===== config.mk =====
export PLATFORM = sky130hd
export DESIGN_NAME = snap_capture_ctrl
export DESIGN_NICKNAME = d
export VERILOG_FILES = /design/src/rtl/snap_capture_ctrl.sv
export SDC_FILE = /design/constraint.sdc
export NUM_CORES = 1
export LEC_CHECK = 0
export BUFFER_PORTS_ARGS = -buffer_cell sky130_fd_sc_hd__buf_4
export CAP_MARGIN = 20
export CORE_AREA = 10 10 143 145
export CTS_CLUSTER_DIAMETER = 120
export DETAILED_ROUTE_END_ITERATION = 6
export DIE_AREA = 0 0 153 155
export GPL_ROUTABILITY_DRIVEN = 0
export PLACE_DENSITY = 0.83
export SYNTH_ARGS = -nofsm -noshare
export SYNTH_HDL_FRONTEND = slang
export SYNTH_SLANG_ARGS = --single-unit

===== constraint.sdc =====
create_clock -name clk -period 6.9 [get_ports clk]
set_input_delay 1.725 -clock clk [delete_from_list [all_inputs] [get_ports clk]]
set_output_delay 1.725 -clock clk [all_outputs]
set_load 0.005 [all_outputs]

===== src/rtl/snap_capture_ctrl.sv =====
// Write-side sequencer for the snapshot BRAM: arm, optional trigger wait, then
// stream valid ADC words into port A from address 0 until the length or a stop.
module snap_capture_ctrl #(
  parameter int DATA_WIDTH = 128,
  parameter int ADDR_WIDTH = 10
) (
  input  logic                  clk,
  input  logic                  rst,
  input  logic                  arm,
  input  logic                  use_trig,
  input  logic                  trig,
  input  logic                  stop,
  input  logic [ADDR_WIDTH:0]   capture_len,
  input  logic [DATA_WIDTH-1:0] din,
  input  logic                  din_valid,
  output logic                  bram_we,
  output logic                  bram_en_a,
  output logic [ADDR_WIDTH-1:0] bram_addr,
  output logic [DATA_WIDTH-1:0] bram_wr_data,
  output logic                  busy,
  output logic                  done,
  output logic [ADDR_WIDTH:0]   words_written
);

  localparam logic [ADDR_WIDTH:0] DEPTH = {1'b1, {ADDR_WIDTH{1'b0}}};

  typedef enum logic [1:0] {
    IDLE    = 2'd0,
    ARMED   = 2'd1,
    CAPTURE = 2'd2,
    DONE    = 2'd3
  } state_t;

  state_t              state_r;
  logic [ADDR_WIDTH:0] len_r;
  logic                trig_mode_r;
  logic [ADDR_WIDTH:0] count_r;

  logic [ADDR_WIDTH:0] len_norm_s;
  logic [ADDR_WIDTH:0] count_inc_s;
  logic                go_s;
  logic                do_write_s;
  logic                finish_s;

  // Length normalisation, trigger qualification and the per-cycle write decision
  always_comb begin
    len_norm_s  = capture_len;
    count_inc_s = count_r + {{ADDR_WIDTH{1'b0}}, 1'b1};
    go_s        = !trig_mode_r || trig;
    do_write_s  = 1'b0;
    if ((capture_len == '0) || (capture_len > DEPTH)) begin
      len_norm_s = DEPTH;
    end else begin
      len_norm_s = capture_len;
    end
    // The go cycle in ARMED writes exactly like a CAPTURE cycle unless stop/arm preempt it
    if ((state_r == CAPTURE) || ((state_r == ARMED) && !stop && !arm && go_s)) begin
      do_write_s = din_valid && (count_r < len_r);
    end else begin
      do_write_s = 1'b0;
    end
    finish_s = do_write_s && (count_inc_s == len_r);
  end

  // Capture FSM with registered status and BRAM port A outputs
  always_ff @(posedge clk or posedge rst) begin
    if (rst) begin
      state_r       <= IDLE;
      len_r         <= '0;
      trig_mode_r   <= 1'b0;
      count_r       <= '0;
      bram_we       <= 1'b0;
      bram_en_a     <= 1'b0;
      bram_addr     <= '0;
      bram_wr_data  <= '0;
      busy          <= 1'b0;
      done          <= 1'b0;
      words_written <= '0;
    end else begin
      bram_we   <= do_write_s;
      bram_en_a <= do_write_s;
      if (do_write_s) begin
        bram_addr     <= count_r[ADDR_WIDTH-1:0];
        bram_wr_data  <= din;
        count_r       <= count_inc_s;
        words_written <= count_inc_s;
      end

      case (state_r)
        IDLE, DONE: begin
          if (arm) begin
            state_r       <= ARMED;
            len_r         <= len_norm_s;
            trig_mode_r   <= use_trig;
            count_r       <= '0;
            words_written <= '0;
            busy          <= 1'b1;
            done          <= 1'b0;
          end
        end
        ARMED: begin
          if (stop) begin
            state_r <= DONE;
            busy    <= 1'b0;
            done    <= 1'b1;
          end else if (arm) begin
            len_r       <= len_norm_s;
            trig_mode_r <= use_trig;
          end else if (go_s) begin
            if (finish_s) begin
              state_r <= DONE;
              busy    <= 1'b0;
              done    <= 1'b1;
            end else begin
              state_r <= CAPTURE;
            end
          end
        end
        CAPTURE: begin
          // arm is deliberately ignored here; only stop or a full count end the capture
          if (stop || finish_s) begin
            state_r <= DONE;
            busy    <= 1'b0;
            done    <= 1'b1;
          end
        end
        default: begin
          state_r <= IDLE;
          busy    <= 1'b0;
          done    <= 1'b0;
        end
      endcase
    end
  end

endmodule

# After elaboration in Yosys (flattened, before gate mapping)
# Index checks and enable logic that the tools add are counted.
dict set report totals {
  register_bits 177
  out_inout_bits 153
  wordCells 77
}
dict set report op_classes {
  n_reduce_logical 19
  n_mux 35
  add_sub_neg 1
  eq_ne 10
  magnitude_cmp 2
}
# operator count
set ops {}
lappend ops {{$mux 11} 9}
lappend ops {{$pmux 11 s2} 1}
lappend ops {{$mux 1} 16}
lappend ops {{$add 11x1->11 const B} 1}
lappend ops {{$eq 11x11->1} 1}
lappend ops {{$gt 11x11->1 const B} 1}
lappend ops {{$logic_not 11->1} 1}
lappend ops {{$lt 11x11->1} 1}
lappend ops {{$mux 2} 5}
lappend ops {{$ne 3x3->1 const B} 3}
lappend ops {{$pmux 1 s3} 2}
lappend ops {{$pmux 2 s3} 1}
lappend ops {{$logic_and 1x1->1} 5}
lappend ops {{$reduce_and 5->1} 1}
lappend ops {{$eq 2x2->1 const B} 2}
lappend ops {{$logic_or 1x1->1} 4}
lappend ops {{$ne 2x2->1 const B} 2}
lappend ops {{$reduce_and 4->1} 1}
lappend ops {{$logic_not 1->1} 3}
lappend ops {{$eq 2x1->1 const B} 1}
lappend ops {{$logic_not 2->1} 1}
lappend ops {{$ne 2x1->1 const B} 1}
lappend ops {{$pmux 1 s2} 1}
lappend ops {{$reduce_and 2->1} 1}
lappend ops {{2 further kinds} 2}

# Logic depth before layout (Yosys ltp)
# Gate-level depths: netlist of run 1.
dict set report logic_depth {
  word_depth 12
  depth_mapped 12
  ltp_nobuf 10
}

# Worst setup path after synthesis of run 1
# OpenSTA, ideal clock, no wires.
dict set report synth_timing {
  path_kind {in2reg}
  startpoint {input stop}
  endpoint {register state_r[1]}
  slack_ns 3.266
  path_buffers 1
  t_required_ns 6.769
  t_arrival_ns 3.502
  cell_stages 8
  setup_time_ns 0.131
  cell_sequence {nand2b_1 -> a211oi_1 -> o221a_2 -> o21ai_0 -> or4_1 -> buf_2 -> and4_4 -> or3_1}
}
dict set report synth_between {
  elab_chain_len 10
  elab_cells_between_ends 14
  cone_classes {eq/ne: 3; mux: 3; reduce/logical: 8}
}
# element line
set synth_rtl {}
lappend synth_rtl {{start, declared} 12} ;# input logic stop,
lappend synth_rtl {{$logic_not 1->1} 57} ;# if ((state_r == CAPTURE) || ((state_r == ARMED) && !stop && !arm && go_s)) begin
lappend synth_rtl {{$logic_and 1x1->1 (3 in a row)} 57}
lappend synth_rtl {{$logic_or 1x1->1} 57}
lappend synth_rtl {{$mux 1} 57}
lappend synth_rtl {{$logic_and 1x1->1} 62} ;# finish_s = do_write_s && (count_inc_s == len_r);
lappend synth_rtl {{$logic_or 1x1->1} 121} ;# if (stop || finish_s) begin
lappend synth_rtl {{$ne 2x1->1 (no source line)} --}
lappend synth_rtl {{$reduce_and 4->1 (no source line)} --}
lappend synth_rtl {{end signal, assigned} 68} ;# state_r <= IDLE;
lappend synth_rtl {{end signal, assigned} 122} ;# state_r <= DONE;
lappend synth_rtl {{end signal, assigned} 128} ;# state_r <= IDLE;
lappend synth_rtl {{end, declared} 34} ;# state_t state_r;
# Parallel ways exist; a longest one is shown, timed or not.
# A chain may end at the register's enable or synchronous reset.

# Worst setup path after layout of run 1
# Same ends and word-level chain as after synthesis.

==> results of run 1 <==
-- layout make-up --
cell class	instances	area [um^2]	area share
clock buffer	17	425	0.0399
inverter	20	82.6	0.00775
sequential	177	4430	0.416
multi-input combinational	610	2890	0.271
tap	229	287	0.0269
clock inverter	14	226	0.0213
timing repair buffer	305	2310	0.217
-- per-layer routing --
metal,vias to the layer above,share of wire
met5,-,0
met4,0,0.017
met3,27,0.11
met2,250,0.49
met1,3082,0.38
li1,3240,-
-- where the power goes --
group	internal (mW)	switching (mW)	leakage (nW)	total (mW)
combinational	0.872	0.927	3.22	1.80
clock	0.648	0.424	0.305	1.07
sequential	1.47	0.276	2.25	1.75
-- per-stage QoR --
step	instances	util	power, mW	hold slack (ns)
after floorplan	856	-	2.59	0.450
after global placement	1340	0.565	3.51	0.458
after detailed placement	1341	0.566	3.59	0.463
after CTS	1372	0.603	4.68	0.480
after global routing	1372	0.603	4.97	0.496
final	1372	0.603	4.62	0.476
-- cell families after synthesis --
kind of cell / Yosys count / share of synthesized area
and+or+nand+nor: 513 / 0.270
DFF: 177 / 0.583
buffers and inverters: 69 / 0.0380
AOI/OAI and AO/OA: 56 / 0.0487
xor gates and xnor gates: 26 / 0.0357
adders and majority gates: 14 / 0.0231
muxes: 1 / 0.00148
-- worst max-delay path: stages --
cell      delay, ns
buf_4          0.13
nand2b_1       0.15
a211oi_1       0.27
o221a_2        0.28
o21ai_4        0.05
buf_4          0.30
or4_1          0.70
and4_4         0.24
or3_1          0.35
-- layout by cell type (no fill, tap or decap), drive strengths merged, types with 2 or more instances in the layout --
master,count
nand2,437
buf,305
dfrtp,177
nor2,28
inv,25
clkbuf,17
xnor2,14
ha,14
nand3,14
a21oi,13
o21ai,13
a211oi,11
xor2,9
nand2b,8
bufinv,5
nand4,4
or3,4
nor3,4
clkinvlp,4
nor4,4
and3,4
a21o,3
a22o,3
xnor3,3
o22ai,2
o2111ai,2
and4,2
-- state kept, by name (all words and copies together) (netlist names) --
| register | flops |
|---|---|
| bram_addr | 10 |
| bram_en_a | 1 |
| bram_wr_data | 128 |
| busy | 1 |
| count_r | 11 |
| done | 1 |
| len_r | 11 |
| state_r | 2 |
| trig_mode_r | 1 |
| words_written | 11 |
-- path summary, 6_finish.rpt --
| kind | to | start | cells past startpoint | slack [ns] |
|---|---|---|---|---|
| setup / recovery | state_r[1] | stop | 9 | 2.98 |
| hold / removal | bram_wr_data[3] | bram_wr_data[3] | 2 | 0.48 |
| setup reg to reg | state_r[1] | count_r[6] | 9 | 3.38 |
| hold reg to reg | bram_wr_data[3] | bram_wr_data[3] | 2 | 0.48 |
| max in group asynchronous | bram_wr_data[113] | rst | 3 | 4.28 |
| min in group asynchronous | bram_wr_data[11] | rst | 2 | 1.46 |
==> impl_metrics.toml, run 1 <==
[placed_design]
placed_cell_area_um2 = 10000
hpwl_mm = 17.1
io_buffers = 298
preCtsSetupSlack_ns = 2.55

[synth]
synth-edff-count = 0
synth.distinct_cells = 47
async_flop_share = 1.00
yosysWarnings = 0
postSynthAreaPerCell_um2 = 8.88
synth-seq-cells = 177
synth_area_um2 = 7600
synthTopCellsByArea = "dfrtp_1 58%, nand2_1 22%, ha_1 2.3%"
yosysTopAreaCell = "dfrtp_1"
synthTopCellsByCount = "437 x nand2_1, 177 x dfrtp_1, 36 x clkbuf_1"
yosysMostFrequentCell = "nand2_1"
seq_area_frac_synth = 0.583
netlist.area_leader.share = 0.583
syn_inst = 856
synthFlopType = "dfrtp_1"
syn-num-nets = 1016

[cts]
clk_pin_slew_worst_paths_ns = 0.07
cts.sinks = 177
cts-buffers-inserted = 17
clk_latency_ns = 0.42
postCtsSetupRepairBufs = 0
cts_buffer_depth = 2
cts_tree = "built"
h-tree-depth = 4
cts_resized = 0
hold_buffers = 0
clock_tree.root_cell = "clkbuf_16"

[timing]
worst_clock_skew_ns = 0.0105
fin_setup_tns_ns = 0
clock.fmax_mhz = 255
slew_violations = 0
setup_ws_ns = 2.98
grt_setup_unrepaired = "false"
setup_viol = 0
min_period_ns = 3.92
relSlewSlack = 0.373
finalCritPeriodShare = 0.567
worstMarginPinSlew_ns = 0.941
hold_viol_final = 0

[routing]
drt_first_iter_violations = 433
avgViaCountPerCell = 4.81
drc = 0
first_pass_iters = 5
via_count = 6599
avgRoutedWirePerCell_um = 16.6
wl_mm = 22.8
ant_nets = 0

[global_route]
grt.total_usage = 0.187
top_usage_layer = "met2"
grt_util_met2 = 0.308
grt_overflow = 0
met1_usage = 0.205
grt_max_degree = 93
antenna_found_initial = 0
use_met3 = 0.0990
grt_pass1_vias = 6923
grt_pass1_wl_mm = 36.3

[setup_path]
cp-start-kind = "input pin"
criticalPathCategory = "input pin to register"
crit_arrival_ns = 4.21
worst_ep_required_time_ns = 7.19
cp-end-kind = "register"
cp_max_fo = 57

[die]
core_area_um2 = 17700
fp.dieArea_um2 = 23700
io_pins = 299
chipWidth_um = 153
fp.dieH_um = 155
rows = 49
start_util = 0.430

[run_status]
run_status = "completed"

[cells_and_area]
fin_area_um2 = 10700
num_antenna_cells = 0
drive_above_1_share = 0.305
nFillCells = 1485
fin_nets = 1291
syn2layout_area_growth_pct = 40.2

[power_and_ir_drop]
p_per_area_nw_per_um2 = 434
peakVddDrop_mv = 0.221
leakage_nw = 5.78

[hold_path]
hold_class = "register to register"

[job]
max_cap_viol_count = 0
Power figures use the tool's default switching activity.
==> run 2: changes to the inputs <==
- CORE_AREA: 10 10 143 145 -> 10 10 141 143
- DIE_AREA: 0 0 153 155 -> 0 0 151 153
- PLACE_DENSITY: 0.83 -> 0.82
- clock period: 6.9 -> 4.02 ns (I/O delays scaled with it)
==> impl_metrics.toml, run 2 (synthesis gave the netlist of run 1 again) <==
[die]
chipWidth_um = 151
fp.dieArea_um2 = 23100
fp.dieH_um = 153
start_util = 0.445
rows = 48
io_pins = 299
core_area_um2 = 17100

[power_and_ir_drop]
p_clk_frac = 0.215
seq_power_share = 0.383
peakVddDrop_mv = 0.397
p_int_mw = 5.02
leakage_nw = 5.78
power_switching_mw = 2.77
p_sw_frac = 0.356
combPwrFrac = 0.403
p_per_area_nw_per_um2 = 731

[cells_and_area]
top_register = "bram_wr_data"
regArea_um2 = 4430
multi_input_area_um2 = 2890
syn2layout_area_growth_pct = 40.2
drive_above_1_share = 0.308
num_antenna_cells = 0
layout_common_cells = "437 x nand2_1, 305 x buf_4, 177 x dfrtp_1"
largest_register_ffs = 128
final_common_cell = "nand2_1"
fin_area_um2 = 10700
fin_nets = 1295
nFillCells = 1431

[cts]
clk_latency_ns = 0.42
cts_tree = "built"
cts_resized = 0
postCtsSetupRepairBufs = 0
hold_buffers = 0
cts-buffers-inserted = 17
h-tree-depth = 4
cts_buffer_depth = 2
clock_tree.root_cell = "clkbuf_16"
clk_pin_slew_worst_paths_ns = 0.07
cts.sinks = 177

[routing]
ant_nets = 0
via_count = 6614
avgViaCountPerCell = 4.82
avgRoutedWirePerCell_um = 16.8
drt_first_iter_violations = 410
first_pass_iters = 7
wl_mm = 23.0
drc = 0

[setup_path]
worst_ep_required_time_ns = 4.32
cp_max_fo = 12
crit_arrival_ns = 3.42
criticalPathCategory = "register to register"
cp-start-kind = "register"
cp-end-kind = "register"

[global_route]
antenna_found_initial = 0
grt_pass1_wl_mm = 37.3
grt.total_usage = 0.202
grt_pass1_vias = 7005
grt_overflow = 0
grt_max_degree = 101

[timing]
hold_viol_final = 0
slew_violations = 0
grt_setup_unrepaired = "false"
setup_viol = 0
clock.fmax_mhz = 320
finalCritPeriodShare = 0.777
worstMarginPinSlew_ns = 0.921
min_period_ns = 3.12
worst_clock_skew_ns = 0.00955
fin_setup_tns_ns = 0
relSlewSlack = 0.386

[run_status]
run_status = "completed"

[hold_path]
hold_class = "register to register"

[placed_design]
hpwl_mm = 17.1
io_buffers = 298
placed_cell_area_um2 = 10100

[job]
max_cap_viol_count = 0
run 2: cell types whose count changed in the layout (fill, tap and decap cells not counted), moves of 2 or more:
cell,change
buf_12,+3
clkbuf_8,+3
bufinv_16,-3
buf_4,+2
inv_6,-3
clkinv_4,+2
run 2: power by group through the flow:
stage                     Sequential, mW  Combinational, mW  Clock (mW)
after floorplan                     3.00               1.45           0
after global placement              2.97               3.10           0
after detailed placement            2.99               3.19           0
after CTS                           2.98               3.20        1.71
after global routing                3.08               3.55        1.79
final                               2.98               3.13        1.67
run 2: layout make-up:
cell class,count,share of cell area
Sequential cell,177,0.416
Multi-Input combinational cell,610,0.271
Timing Repair Buffer,309,0.223
Clock buffer,20,0.0438
Tap cell,225,0.0264
Clock inverter,11,0.0122
Inverter,20,0.00764
run 2: metal layers:
layer	GRT usage	vias up	part of all wire
li1	-	3252	-
met1	0.232	3069	0.39
met2	0.326	267	0.48
met3	0.0983	26	0.11
met4	0.0546	0	0.015
met5	0	-	0
run 2: critical path, cell delays in order, from the launching register on:
cell and delay, ns:
dfrtp_1 0.60, ha_1 0.33, and3_1 0.17, a221o_1 0.30, a31oi_1 0.26, o21ai_4 0.12, or4_1 0.64, and4_4 0.24
or3_1 0.34
run 2: path summary, 6_finish.rpt:
| kind | endpoint | cells past startpoint | slack (ns) | from |
|---|---|---|---|---|
| setup / recovery | state_r[1] | 8 | 0.90 | count_r[6] |
| hold / removal | bram_wr_data[106] | 2 | 0.47 | bram_wr_data[106] |
| setup reg to reg | state_r[1] | 8 | 0.90 | count_r[6] |
| hold reg to reg | bram_wr_data[106] | 2 | 0.47 | bram_wr_data[106] |
| max in group asynchronous | len_r[0] | 3 | 2.82 | rst |
| min in group asynchronous | bram_wr_data[30] | 3 | 0.72 | rst |
run 2: stage by stage:
stage | setup slack, ns | total power, mW | hold slack [ns] | instances | utilization
final | 0.897 | 7.78 | 0.474 | 1372 | 0.624
after global routing | 0.671 | 8.42 | 0.492 | 1372 | 0.624
after CTS | 0.927 | 7.89 | 0.480 | 1372 | 0.624
after detailed placement | 0.760 | 6.19 | 0.463 | 1341 | 0.589
after global placement | 0.796 | 6.07 | 0.459 | 1341 | 0.589
after floorplan | 0.748 | 4.44 | 0.450 | 856 | -
==> run 3: changes to the inputs <==
- ABC_AREA: unset -> 1
- CORE_AREA: 10 10 141 143 -> 10 10 142 144
- DIE_AREA: 0 0 151 153 -> 0 0 152 154
- PLACE_DENSITY: 0.82 -> 0.83
- clock period: 4.02 -> 2.6 ns (I/O delays scaled with it)
==> impl_metrics.toml, run 3 <==
[routing]
first_pass_iters = 5
ant_nets = 0
avgRoutedWirePerCell_um = 17.1
drt_first_iter_violations = 510
via_count = 6917
drc = 0
wl_mm = 24.3
avgViaCountPerCell = 4.85

[synth]
yosys.area_share.simple = 0.304
synthTopCellsByArea = "dfrtp_1 59%, nand2_1 25%, nand3_1 2.7%"
synth-edff-count = 0
synth_area_um2 = 7460
async_flop_share = 1.00
netlist.area_leader.share = 0.593
synth_compound_area_frac = 0.0345
yosysWarnings = 0
syn-num-nets = 1059
synth_top_family_by_area = "simple AND/OR/NAND/NOR gates"
synth.distinct_cells = 25
synth-seq-cells = 177
yosysTopAreaCell = "dfrtp_1"
synthFlopType = "dfrtp_1"
synthMuxAreaShare = 0
synth_fa_ha_area_frac = 0.0235
yosysMostFrequentCell = "nand2_1"
synth_xor_area_frac = 0.00117
seq_area_frac_synth = 0.593
postSynthAreaPerCell_um2 = 8.30
synthTopCellsByCount = "500 x nand2_1, 177 x dfrtp_1, 41 x inv_1"
syn_inst = 899

[global_route]
grt_pass1_vias = 6910
grt.total_usage = 0.201
antenna_found_initial = 0
grt_pass1_wl_mm = 38.0
grt_overflow = 0
grt_max_degree = 126

[setup_path]
cp-end-kind = "register"
critPathMaxStageDelay_ns = 0.37
cp-start-kind = "register"
worst_ep_required_time_ns = 2.93
crit_chain = "inv_1 -> ha_1 -> nand2_1 -> nand2_1 -> nor2_1 -> o21ai_0 -> a21oi_1 -> nand2_4 -> buf_12 -> nor2_1 -> inv_1 -> a21oi_1"
crit_arrival_ns = 2.65
crit_slowest_cell = "dfrtp_1"
criticalPathCategory = "register to register"
cp_max_fo = 125

[timing]
grt_setup_unrepaired = "false"
setup_viol = 0
finalCritPeriodShare = 0.891
slew_violations = 0
worst_clock_skew_ns = 0.0129
clock.fmax_mhz = 432
fin_setup_tns_ns = 0
min_period_ns = 2.32
worstMarginPinSlew_ns = 0.785
relSlewSlack = 0.476
hold_viol_final = 0
setup_ws_ns = 0.284

[cells_and_area]
drive_above_1_share = 0.292
instances_no_fill = 1425
top_register = "bram_wr_data"
largest_register_ffs = 128
fin_nets = 1347
final_common_cell = "nand2_1"
nFillCells = 1450
syn2layout_area_growth_pct = 41.4
layout_common_cells = "500 x nand2_1, 301 x buf_4, 177 x dfrtp_1"
num_antenna_cells = 0

[cts]
cts.sinks = 177
clock_tree.root_cell = "clkbuf_16"
cts_tree = "built"
cts_buffer_depth = 2
cts-buffers-inserted = 17
postCtsSetupRepairBufs = 0
hold_buffers = 0
clk_latency_ns = 0.43
cts_resized = 0
h-tree-depth = 4
clk_pin_slew_worst_paths_ns = 0.07

[placed_design]
io_buffers = 298
placed_cells = 1393
preCtsSetupSlack_ns = 0.424
hpwl_mm = 18.4

[power_and_ir_drop]
peakVddDrop_mv = 0.564
p_per_area_nw_per_um2 = 1100
leakage_nw = 5.86

[die]
fp.dieArea_um2 = 23400
fp.dieH_um = 154
core_area_um2 = 17200
io_pins = 299
start_util = 0.435
rows = 48
chipWidth_um = 152

[hold_path]
hold_class = "input pin to asynchronous set/reset pin"

[job]
max_cap_viol_count = 0

[run_status]
run_status = "completed"
-- run 3: changes by cell type after synthesis, moves of 10 or more --
cell / change
inv_1: +21
a21oi_1: +16
clkbuf_1: -13
xnor2_1: -14
buf_2: +10
nand2_1: +63
a211oi_1: -11
nand3_1: +28
-- run 3: kinds of logic (layout without fill, tap and decap cells) --
family / count (synthesis) / in the layout
and+or+nand+nor: 576 / 576
adders and majority gates: 14 / 14
xor gates and xnor gates: 1 / 1
buffers and inverters: 80 / 381
AOI/OAI and AO/OA: 51 / 51
DFF: 177 / 177
-- run 3: per-stage QoR --
stage                     hold WS (ns)  total power, mW  utilization  area [um^2]
after floorplan                  0.442             6.59            -         7470
after global placement           0.463             9.02        0.581         9970
after detailed placement         0.467             9.19        0.581         9970
after CTS                        0.174             11.7        0.614        10600
after global routing             0.185             12.5        0.614        10600
final                            0.191             11.6        0.614        10600
-- run 3: per-layer routing --
metal / part of all wire / GRT usage / vias up
met3: 0.077 / 0.0586 / 54
met1: 0.38 / 0.233 / 3211
li1: - / - / 3352
met4: 0.033 / 0.0972 / 0
met2: 0.51 / 0.336 / 300
met5: 0 / 0 / -
-- run 3: area by class of cell --
type	instances	area, um^2	area share
clock buffers	20	457	0.0433
clock inverters	12	121	0.0115
inverters	42	164	0.0155
multi-input cells	642	2720	0.258
flip-flops and latches	177	4430	0.420
well taps	225	282	0.0267
repair buffers	307	2380	0.226
-- run 3: power breakdown --
part	total [mW]	internal, mW	leakage [nW]	switching [mW]
combinational	4.63	2.15	3.31	2.48
clock	2.50	1.39	0.282	1.11
sequential	4.48	3.83	2.27	0.646
-- run 3: path summary, 6_finish.rpt --
path,startpoint,endpoint,slack (ns),cells after the start
worst max-delay path,len_r[10],count_r[0],0.28,12
worst min-delay path,rst,bram_wr_data[99],0.19,2
worst max register to register,len_r[10],count_r[0],0.28,12
worst min register to register,bram_wr_data[17],bram_wr_data[17],0.48,2
max in group asynchronous,rst,len_r[5],1.64,3
min in group clk,din[108],bram_wr_data[108],0.41,3
-- run 3: critical path: cells and delay by family, from the launching register on --
| kind | cells | cell delay (ns) |
|---|---|---|
| and+or+nand+nor | 5 | 0.54 |
| AOI/OAI and AO/OA | 3 | 0.48 |
| DFF | 1 | 0.37 |
| buffers and inverters | 3 | 0.36 |
| adders and majority gates | 1 | 0.31 |
